## src/rtl/adder_stream_pkg.sv

```systemverilog
// Shared types and defaults for the adder stream controller.
// WIDTH/ADDER_LATENCY defaults must match the external pipelined adder.
package adder_stream_pkg;

    localparam int unsigned DEFAULT_WIDTH         = 8;
    localparam int unsigned DEFAULT_ADDER_LATENCY = 2;

    typedef struct packed {
        logic                     cout;
        logic [DEFAULT_WIDTH-1:0] sum;
    } result_t;

    typedef struct packed {
        logic [DEFAULT_WIDTH-1:0] a;
        logic [DEFAULT_WIDTH-1:0] b;
        logic                     cin;
    } operand_t;

endpackage

```

## src/rtl/adder_stream_ctrl_result_fifo.sv

```systemverilog
// result_fifo: synchronous FIFO holding adder results until the consumer
// accepts them.
//   clk/reset   : clock, synchronous active-high reset
//   push/wdata  : write one result (never while full)
//   pop/rdata   : rdata is the head entry; pop removes it
//   full/empty  : status flags
//   count       : number of stored entries, 0..DEPTH
module result_fifo
    import adder_stream_pkg::*;
#(
    parameter int unsigned DEPTH = 4
) (
    input  logic                   clk,
    input  logic                   reset,
    input  logic                   push,
    input  result_t                wdata,
    input  logic                   pop,
    output result_t                rdata,
    output logic                   full,
    output logic                   empty,
    output logic [$clog2(DEPTH):0] count
);

    localparam int unsigned   PW         = $clog2(DEPTH);
    localparam logic [PW-1:0] PTR_ONE    = PW'(1);
    localparam logic [PW:0]   CNT_ONE    = (PW+1)'(1);
    localparam logic [PW:0]   FULL_COUNT = (PW+1)'(DEPTH);

    result_t       mem_q [DEPTH];
    result_t       mem_d [DEPTH];
    logic [PW-1:0] wr_ptr_q, wr_ptr_d;
    logic [PW-1:0] rd_ptr_q, rd_ptr_d;
    logic [PW:0]   count_q, count_d;

    // Pointers wrap naturally because DEPTH is a power of two.
    always_comb begin
        mem_d    = mem_q;
        wr_ptr_d = wr_ptr_q;
        rd_ptr_d = rd_ptr_q;
        count_d  = count_q;
        if (push) begin
            mem_d[wr_ptr_q] = wdata;
            wr_ptr_d        = wr_ptr_q + PTR_ONE;
        end
        if (pop) begin
            rd_ptr_d = rd_ptr_q + PTR_ONE;
        end
        if (push && !pop) begin
            count_d = count_q + CNT_ONE;
        end else if (!push && pop) begin
            count_d = count_q - CNT_ONE;
        end
    end

    always_ff @(posedge clk) begin
        if (reset) begin
            wr_ptr_q <= '0;
            rd_ptr_q <= '0;
            count_q  <= '0;
        end else begin
            wr_ptr_q <= wr_ptr_d;
            rd_ptr_q <= rd_ptr_d;
            count_q  <= count_d;
        end
    end

    // Storage needs no reset: count gates every read.
    always_ff @(posedge clk) begin
        mem_q <= mem_d;
    end

    assign rdata = mem_q[rd_ptr_q];
    assign full  = (count_q == FULL_COUNT);
    assign empty = (count_q == '0);
    assign count = count_q;

    a_no_overflow: assert property (@(posedge clk) disable iff (reset) !(push && full));
    a_no_underflow: assert property (@(posedge clk) disable iff (reset) !(pop && empty));

endmodule

```

## src/rtl/adder_stream_ctrl.sv

```systemverilog
// adder_stream_ctrl: valid/ready wrapper around an external pipelined adder.
// Operands are issued to the adder, tracked through its fixed latency by a
// valid shift register, and the results are buffered in a FIFO for the
// downstream consumer. A credit counter (occupancy) reserves a FIFO slot for
// every in-flight operation so the adder never needs back-pressure.
//   in_valid/in_ready, in_a/in_b/in_cin  : upstream operand stream
//   adder_a/adder_b/adder_cin            : to the adder (zero when idle)
//   adder_sum/adder_cout                 : from the adder
//   out_valid/out_ready, out_sum/out_cout: downstream result stream
//   occupancy                            : buffered + in-flight operations
module adder_stream_ctrl
    import adder_stream_pkg::*;
#(
    parameter int unsigned WIDTH         = DEFAULT_WIDTH,
    parameter int unsigned ADDER_LATENCY = DEFAULT_ADDER_LATENCY,
    parameter int unsigned DEPTH         = 4
) (
    input  logic                   clk,
    input  logic                   reset,
    input  logic                   in_valid,
    output logic                   in_ready,
    input  logic [WIDTH-1:0]       in_a,
    input  logic [WIDTH-1:0]       in_b,
    input  logic                   in_cin,
    output logic [WIDTH-1:0]       adder_a,
    output logic [WIDTH-1:0]       adder_b,
    output logic                   adder_cin,
    input  logic [WIDTH-1:0]       adder_sum,
    input  logic                   adder_cout,
    output logic                   out_valid,
    input  logic                   out_ready,
    output logic [WIDTH-1:0]       out_sum,
    output logic                   out_cout,
    output logic [$clog2(DEPTH):0] occupancy
);

    localparam int unsigned   CW      = $clog2(DEPTH) + 1;
    localparam logic [CW-1:0] DEPTH_C = CW'(DEPTH);
    localparam logic [CW-1:0] ONE_C   = CW'(1);

    logic                     fire_in;
    logic                     fire_out;
    logic [ADDER_LATENCY-1:0] vld_q, vld_d;
    logic [CW-1:0]            occ_q, occ_d;
    operand_t                 op_in;
    operand_t                 op_issue;
    result_t                  fifo_wdata;
    result_t                  fifo_head;
    logic                     fifo_full;
    logic                     fifo_empty;
    logic [CW-1:0]            fifo_count;

    assign in_ready  = (occ_q < DEPTH_C);
    assign fire_in   = in_valid & in_ready;
    assign out_valid = ~fifo_empty;
    assign fire_out  = out_valid & out_ready;

    // Idle cycles drive zeros so the adder datapath does not toggle.
    always_comb begin
        op_in    = '{a: in_a, b: in_b, cin: in_cin};
        op_issue = fire_in ? op_in : '0;
    end

    assign adder_a   = op_issue.a;
    assign adder_b   = op_issue.b;
    assign adder_cin = op_issue.cin;

    always_comb begin
        vld_d[0] = fire_in;
        for (int unsigned k = 1; k < ADDER_LATENCY; k++) begin
            vld_d[k] = vld_q[k-1];
        end
    end

    always_comb begin
        occ_d = occ_q;
        if (fire_in && !fire_out) begin
            occ_d = occ_q + ONE_C;
        end else if (!fire_in && fire_out) begin
            occ_d = occ_q - ONE_C;
        end
    end

    always_ff @(posedge clk) begin
        if (reset) begin
            vld_q <= '0;
            occ_q <= '0;
        end else begin
            vld_q <= vld_d;
            occ_q <= occ_d;
        end
    end

    assign fifo_wdata = '{cout: adder_cout, sum: adder_sum};

    result_fifo #(
        .DEPTH(DEPTH)
    ) u_result_fifo (
        .clk   (clk),
        .reset (reset),
        .push  (vld_q[ADDER_LATENCY-1]),
        .wdata (fifo_wdata),
        .pop   (fire_out),
        .rdata (fifo_head),
        .full  (fifo_full),
        .empty (fifo_empty),
        .count (fifo_count)
    );

    assign out_sum   = fifo_empty ? '0 : fifo_head.sum;
    assign out_cout  = fifo_empty ? 1'b0 : fifo_head.cout;
    assign occupancy = occ_q;

    // The explicit credit register must equal buffered plus in-flight work.
    a_occ_consistent: assert property (@(posedge clk) disable iff (reset)
        occ_q == fifo_count + CW'($countones(vld_q)));
    a_full_blocks_issue: assert property (@(posedge clk) disable iff (reset)
        fifo_full |-> !in_ready);

endmodule

```

## config.mk

```make
export PLATFORM = sky130hd
export DESIGN_NAME = adder_stream_ctrl
export DESIGN_NICKNAME = d
export VERILOG_FILES = /design/src/rtl/adder_stream_pkg.sv /design/src/rtl/adder_stream_ctrl_result_fifo.sv /design/src/rtl/adder_stream_ctrl.sv
export SDC_FILE = /design/constraint.sdc
export NUM_CORES = 1
export LEC_CHECK = 0
export ABC_CLOCK_PERIOD_IN_PS = 7290
export CORE_UTILIZATION = 30
export CTS_CLUSTER_SIZE = 40
export DETAILED_ROUTE_END_ITERATION = 8
export SLEW_MARGIN = 15
export SYNTH_ARGS = -nofsm -noshare
export SYNTH_HDL_FRONTEND = slang
export SYNTH_SLANG_ARGS = --single-unit
```

## constraint.sdc

```tcl
create_clock -name clk -period 7.29 [get_ports clk]
set_input_delay 2.187 -clock clk [delete_from_list [all_inputs] [get_ports clk]]
set_output_delay 2.187 -clock clk [all_outputs]
set_load 0.01 [all_outputs]
```

==> reports/summary.txt, run 1 <==
Via count -> 1,263
Final Cycle Share -> 0.833
Critical path startpoint category -> input pin
Setup violators final -> 0
Final worst slack -> 1220 ps
Yosys warns -> 0
Leak Pwr -> 0.000985 uW
Final min period -> 6070 ps
Post-synth top area share -> 0.520
Postcts setup bufs -> 0
Hold Slack -> 442 ps
Highest clock rate -> 165 MHz
Most used DFF post-synth -> edfxtp_1
Status -> finished, final reports clean
Initial antenna violation count -> 0
Tot Pwr -> 814 uW
PortBufs -> 60
CTS buffer count -> 5
Pwr dens -> 285 mW/mm^2
Mapped Area -> 0.00208 sq mm
1st-iter DRT viols -> 26
Crit Path Max Fanout -> 10
Root Buffer -> clkbuf_8
Filler cell count -> 593
Max Slew Vio Count -> 0
Core area -> 0.00653 sq mm
Post-place setup slack -> 1180 ps
P&R area growth vs syn -> 37.5%
Vias in the first global route -> 1,300
Max_cap viols -> 0
Final #Nets -> 239
Register area share after synthesis -> 0.635
Synthesis-stage register bit count -> 48
Initial Util -> 0.318
TritonCTS clock tree -> yes
Longest Clk Path Bufs -> 2
Setup crit end kind -> output port
Clk pin slew, worst setup/hold paths -> 80 ps
Die width -> 85.3 microns
Die area -> 0.00727 sq mm
Overflow after GRT -> 0
Distinct cells, synth -> 22
Drt drc -> 0
PostCTS Resize Cnt -> 0
Syn Area/Cell -> 15.2 sq um
TNS Setup -> 0 ps
First-pass GRT wire length -> 6000 microns
Clock Skews -> 7.35 ps
RSZ-0062 raised after global routing -> false
Crit path kind -> in2out
DRT Wirelength -> 3740 microns
Synth async-reset ratio -> 0
Share of cells above drive strength 1 -> 0.0990
Vias per inst -> 4.53
Design area -> 0.00286 sq mm
ANT nets after route -> 0
Req. time, crit path -> 5100 ps
Post-DP Area -> 0.00276 sq mm
Largest net degree at the start of global routing -> 16
# rows -> 29
EDFF count, synth -> 36
Slew of the pin with the lowest slew margin -> 739 ps
Main area contributors after synthesis -> edfxtp_1, dfxtp_1, mux4_2, and2_1, ha_1
Commonest cells in the netlist -> edfxtp_1, and2_1, dfxtp_1, nor2b_1, mux4_2
Syn Inst Count -> 137
Fin. Hold Viols -> 0
Min-delay worst type -> reg2reg
Relative slew slack -> 0.507
Net Count, Synth -> 175
Ant. Diodes -> 0
DP HPWL -> 2730 microns
IO Pins -> 61
WP data arrival -> 3890 ps
H-tree depth -> 2
Most frequent cell after synthesis -> edfxtp_1
Clock sinks -> 48
Yosys top cell by area -> edfxtp_1
Peak supply drop -> 0.000120 V
Wire per inst -> 13.4 microns
Tot GR Track Use -> 0.109
Pre-antenna DRT Iters -> 3
Gpl congestion -> 0.686
Die Y -> 85.3 microns
Clk_lat worst skew -> 300 ps
Count of hold buffers inserted by post-cts repair -> 0
[stage by stage]
step / cells / util
6_report: 279 / 0.438
5_1_grt: 279 / 0.438
4_1_cts: 279 / 0.438
3_5_place_dp: 271 / 0.423
3_3_place_gp: 271 / 0.423
2_1_floorplan: 137 / -
[power by group]
group,switching [uW],internal (uW),leakage [uW]
logic,123,183,0.000518
clock network,85.9,76.8,0.0000434
registers,31.4,315,0.000424
[metal layers]
metal	track usage	vias to the layer above	share of wire
met3	0.0457	2	0.088
met4	0.0318	0	0.0035
met5	0	-	0
met2	0.194	58	0.50
li1	-	611	-
met1	0.119	592	0.41
[flip-flops by register name, indices dropped and copies added, names as in the netlist]
signal                  flops
u_result_fifo.rd_ptr_q      2
u_result_fifo.mem_q        36
occupancy                   3
vld_q                       2
u_result_fifo.count         3
u_result_fifo.wr_ptr_q      2
[worst paths after layout]
| kind | startpoint | to | slack (ps) | cells past startpoint |
|---|---|---|---|---|
| max | in_valid | adder_a[2] | 1220 | 5 |
| min | vld_q[0] | vld_q[1] | 440 | 1 |
| max reg2reg | u_result_fifo.count[0] | occupancy[2] | 5010 | 7 |
| min reg2reg | vld_q[0] | vld_q[1] | 440 | 1 |
[cell type report]
class / instances / area (sq um) / area share
Multi-Input combinational cell: 78 / 706 / 0.247
Clock buffer: 6 / 82.6 / 0.0289
Sequential cell: 48 / 1320 / 0.462
Tap cell: 77 / 96.3 / 0.0337
Inverter: 6 / 22.5 / 0.00788
Clock inverter: 2 / 15.0 / 0.00525
Timing Repair Buffer: 62 / 616 / 0.215
[placed cells by master (no fill, tap or decap)]
cell type / instances
clkdlybuf4s50_1: 60
edfxtp_1: 36
and2_1: 21
dfxtp_1: 12
nor2b_1: 11
mux4_2: 9
nor2_1: 7
inv_1: 6
ha_1: 6
clkbuf_8: 6
xor2_1: 5
mux2i_1: 3
o21ai_0: 3
or3_1: 3
a21oi_1: 3
fa_1: 2
clkinvlp_4: 2
buf_4: 2
nor3_1: 1
nor2b_4: 1
o31ai_1: 1
xnor2_1: 1
nand2_1: 1
[worst max-delay path, stage by stage]
cell and delay, ps:
clkdlybuf4s50_1 440, nor2b_1 360, buf_4 230, and2_1 130, clkdlybuf4s50_1 530
[cells by family (layout without fill, tap and decap cells)]
| family | after synthesis | after routing | synth area share |
|---|---|---|---|
| buffers and inverters | 11 | 76 | 0.0253 |
| xor gates and xnor gates | 6 | 6 | 0.0253 |
| DFF | 48 | 48 | 0.635 |
| and+or+nand+nor | 45 | 45 | 0.129 |
| muxes | 12 | 12 | 0.112 |
| AOI/OAI and AO/OA | 7 | 7 | 0.0180 |
| adders and majority gates | 8 | 8 | 0.0554 |
(Power assumes the default switching activity.)
==> run 2: changes to the inputs <==
- ABC_CLOCK_PERIOD_IN_PS: 7290 -> 5000
- clock period: 7.29 -> 5 ns (I/O delays scaled with it)
==> run 2 against run 1 <==
Compared with the run above: core utilization rose by 0.40 points; clock skew fell by 3.5 ps; sequential share of layout area fell by 0.42 points; setup slack got worse by 640 ps; critical path depth did not move; total power rose by 51%; cell area rose by 0.92%; critical path type unchanged; largest power group unchanged; highest routed layer unchanged.
==> reports/summary.txt, run 2 (synthesized netlist as in run 1, its figures left out) <==
Die width -> 85.3 microns (unchanged)
Fin. Hold Viols -> 0 (unchanged)
Filler cell count -> 605 (+2.0%)
PostCTS Resize Cnt -> 0 (unchanged)
Setup crit end kind -> output port
Via count -> 1,268 (+0.40%)
Relative slew slack -> 0.524 (+0.0172)
Routed met2 length -> 1770 microns (-5.4%)
Reg2reg end -> occupancy[2]
Req. time, crit path -> 3500 ps (-1600 ps)
Crit path kind -> in2out
Met3 wire length -> 343 microns (+4.6%)
CP Buf/Inv Count -> 3 (unchanged)
Initial Util -> 0.318 (unchanged)
Postcts setup bufs -> 0 (unchanged)
Longest Clk Path Bufs -> 2 (unchanged)
TritonCTS clock tree -> yes
Final Cycle Share -> 0.884
Max_cap viols -> 0 (unchanged)
Largest net degree at the start of global routing -> 15 (-1)
Wire per inst -> 13.3 microns (-0.52%)
Cell mode on critical path -> clkdlybuf4s50_1
WP data arrival -> 2920 ps (-970 ps)
1st-iter DRT viols -> 19 (-27%)
P&R area growth vs syn -> 38.7%
Status -> finished, final reports clean
H-tree depth -> 2 (unchanged)
Core area -> 0.00653 sq mm (unchanged)
Die Y -> 85.3 microns (unchanged)
Tot Pwr -> 1230 uW (+51%)
Peak supply drop -> 0.000173 V (+45%)
Gpl congestion -> 0.713 (+4.0%)
Commonest non-fill, non-tap cells in the layout -> clkdlybuf4s50_1, edfxtp_1, and2_1
Hold_sp -> vld_q[0]
Min-delay worst type -> reg2reg
Top reg by flops -> u_result_fifo.mem_q
Clk pin slew, worst setup/hold paths -> 80 ps (about the same)
Clock sinks -> 48 (unchanged)
Initial antenna violation count -> 0 (unchanged)
TNS Setup -> 0 ps (unchanged)
Setup violators final -> 0 (unchanged)
CTS buffer count -> 5 (unchanged)
Slew of the pin with the lowest slew margin -> 713 ps (-25.7 ps)
IO Pins -> 61 (unchanged)
Met1 wire length -> 1560 microns (+2.6%)
Leak Pwr -> 0.00101 uW (+2.1%)
Critical Path End -> adder_a[7]
Crit. path cell count -> 5 (unchanged)
Post-Layout Cell Count -> 280 (+0.36%)
Top cell family by delay on the critical path -> buffers and inverters
Clock Skews -> 3.85 ps (-3.50 ps)
Final #Nets -> 240 (+0.42%)
DRT Wirelength -> 3730 microns (-0.16%)
ANT nets after route -> 0 (unchanged)
Root Buffer -> clkbuf_8
First-pass GRT wire length -> 5960 microns (-0.70%)
Count of hold buffers inserted by post-cts repair -> 0 (unchanged)
Most common cell after layout, fill and taps aside -> clkdlybuf4s50_1
Final min period -> 4420 ps
Worst reg-to-reg setup slack -> 2720 ps (-2290 ps)
Placed Cells -> 272 (+0.37%)
Share of cells above drive strength 1 -> 0.0985 (-0.000488)
Ant. Diodes -> 0 (unchanged)
Max Slew Vio Count -> 0 (unchanged)
Max reg flops -> 36 (unchanged)
Clk_lat worst skew -> 290 ps (about the same)
Crit Path Max Fanout -> 10 (unchanged)
Pre-antenna DRT Iters -> 4 (+1)
Die area -> 0.00727 sq mm (unchanged)
Largest stage delay on the critical path -> 530 ps (about the same)
Worst path cell trace -> clkdlybuf4s50_1, nor2b_1, buf_4, and2_1, clkdlybuf4s50_1
Overflow after GRT -> 0 (unchanged)
Pwr dens -> 426 mW/mm^2 (+50%)
PortBufs -> 60 (unchanged)
CP Launch Point -> in_valid
Highest metal used -> met4
# rows -> 29 (unchanged)
Reg2reg path depth -> 7 (unchanged)
Critical path startpoint category -> input pin
Hold Slack -> 439 ps (-2.41 ps)
DP HPWL -> 2780 microns (+2.1%)
Vias in the first global route -> 1,276 (-1.8%)
RSZ-0062 raised after global routing -> false
Vias per inst -> 4.53 (about the same)
Highest clock rate -> 226 MHz
Core Util, Final -> 0.442 (+0.00402)
Slowest CP cell -> clkdlybuf4s50_1
Tot GR Track Use -> 0.110 (+0.00118)
Drt drc -> 0 (unchanged)
Reg-to-reg startpoint -> u_result_fifo.count[0]
-- run 2: power breakdown --
| group | leakage [uW] | internal [uW] | switching, uW |
|---|---|---|---|
| Combinational | 0.000523 | 268 | 180 |
| Sequential | 0.000424 | 459 | 45.1 |
| Clock | 0.0000588 | 161 | 116 |
| Total | 0.00101 | 888 | 341 |
-- run 2: stage by stage --
stage	setup WS, ps	instance area (sq um)
after global routing	464	2890
after CTS	563	2890
after detailed placement	563	2770
after global placement	557	2770
after floorplan	1330	2080
final	580	2890
-- run 2: worst min-delay path by stage --
stage          endpoint  slack (ps)  cells after the start
2_1_floorplan  vld_q[1]         410                      1
3_3_place_gp   vld_q[1]         420                      1
3_5_place_dp   vld_q[1]         420                      1
4_1_cts        vld_q[1]         440                      1
5_1_grt        vld_q[1]         470                      1
6_report       vld_q[1]         440                      1
-- run 2: routing by layer --
layer	up-vias	global-route usage
li1	618	-
met3	6	0.0477
met4	0	0.0409
met2	60	0.179
met5	-	0
met1	584	0.130
-- run 2: area by class of cell --
cell class	instances	area, sq um	share of cell area
tap	77	96.3	0.0334
sequential	48	1320	0.458
clock buffer	6	82.6	0.0286
multi-input combinational	78	706	0.245
inverter	6	22.5	0.00781
clock inverter	2	33.8	0.0117
timing repair buffer	63	623	0.216
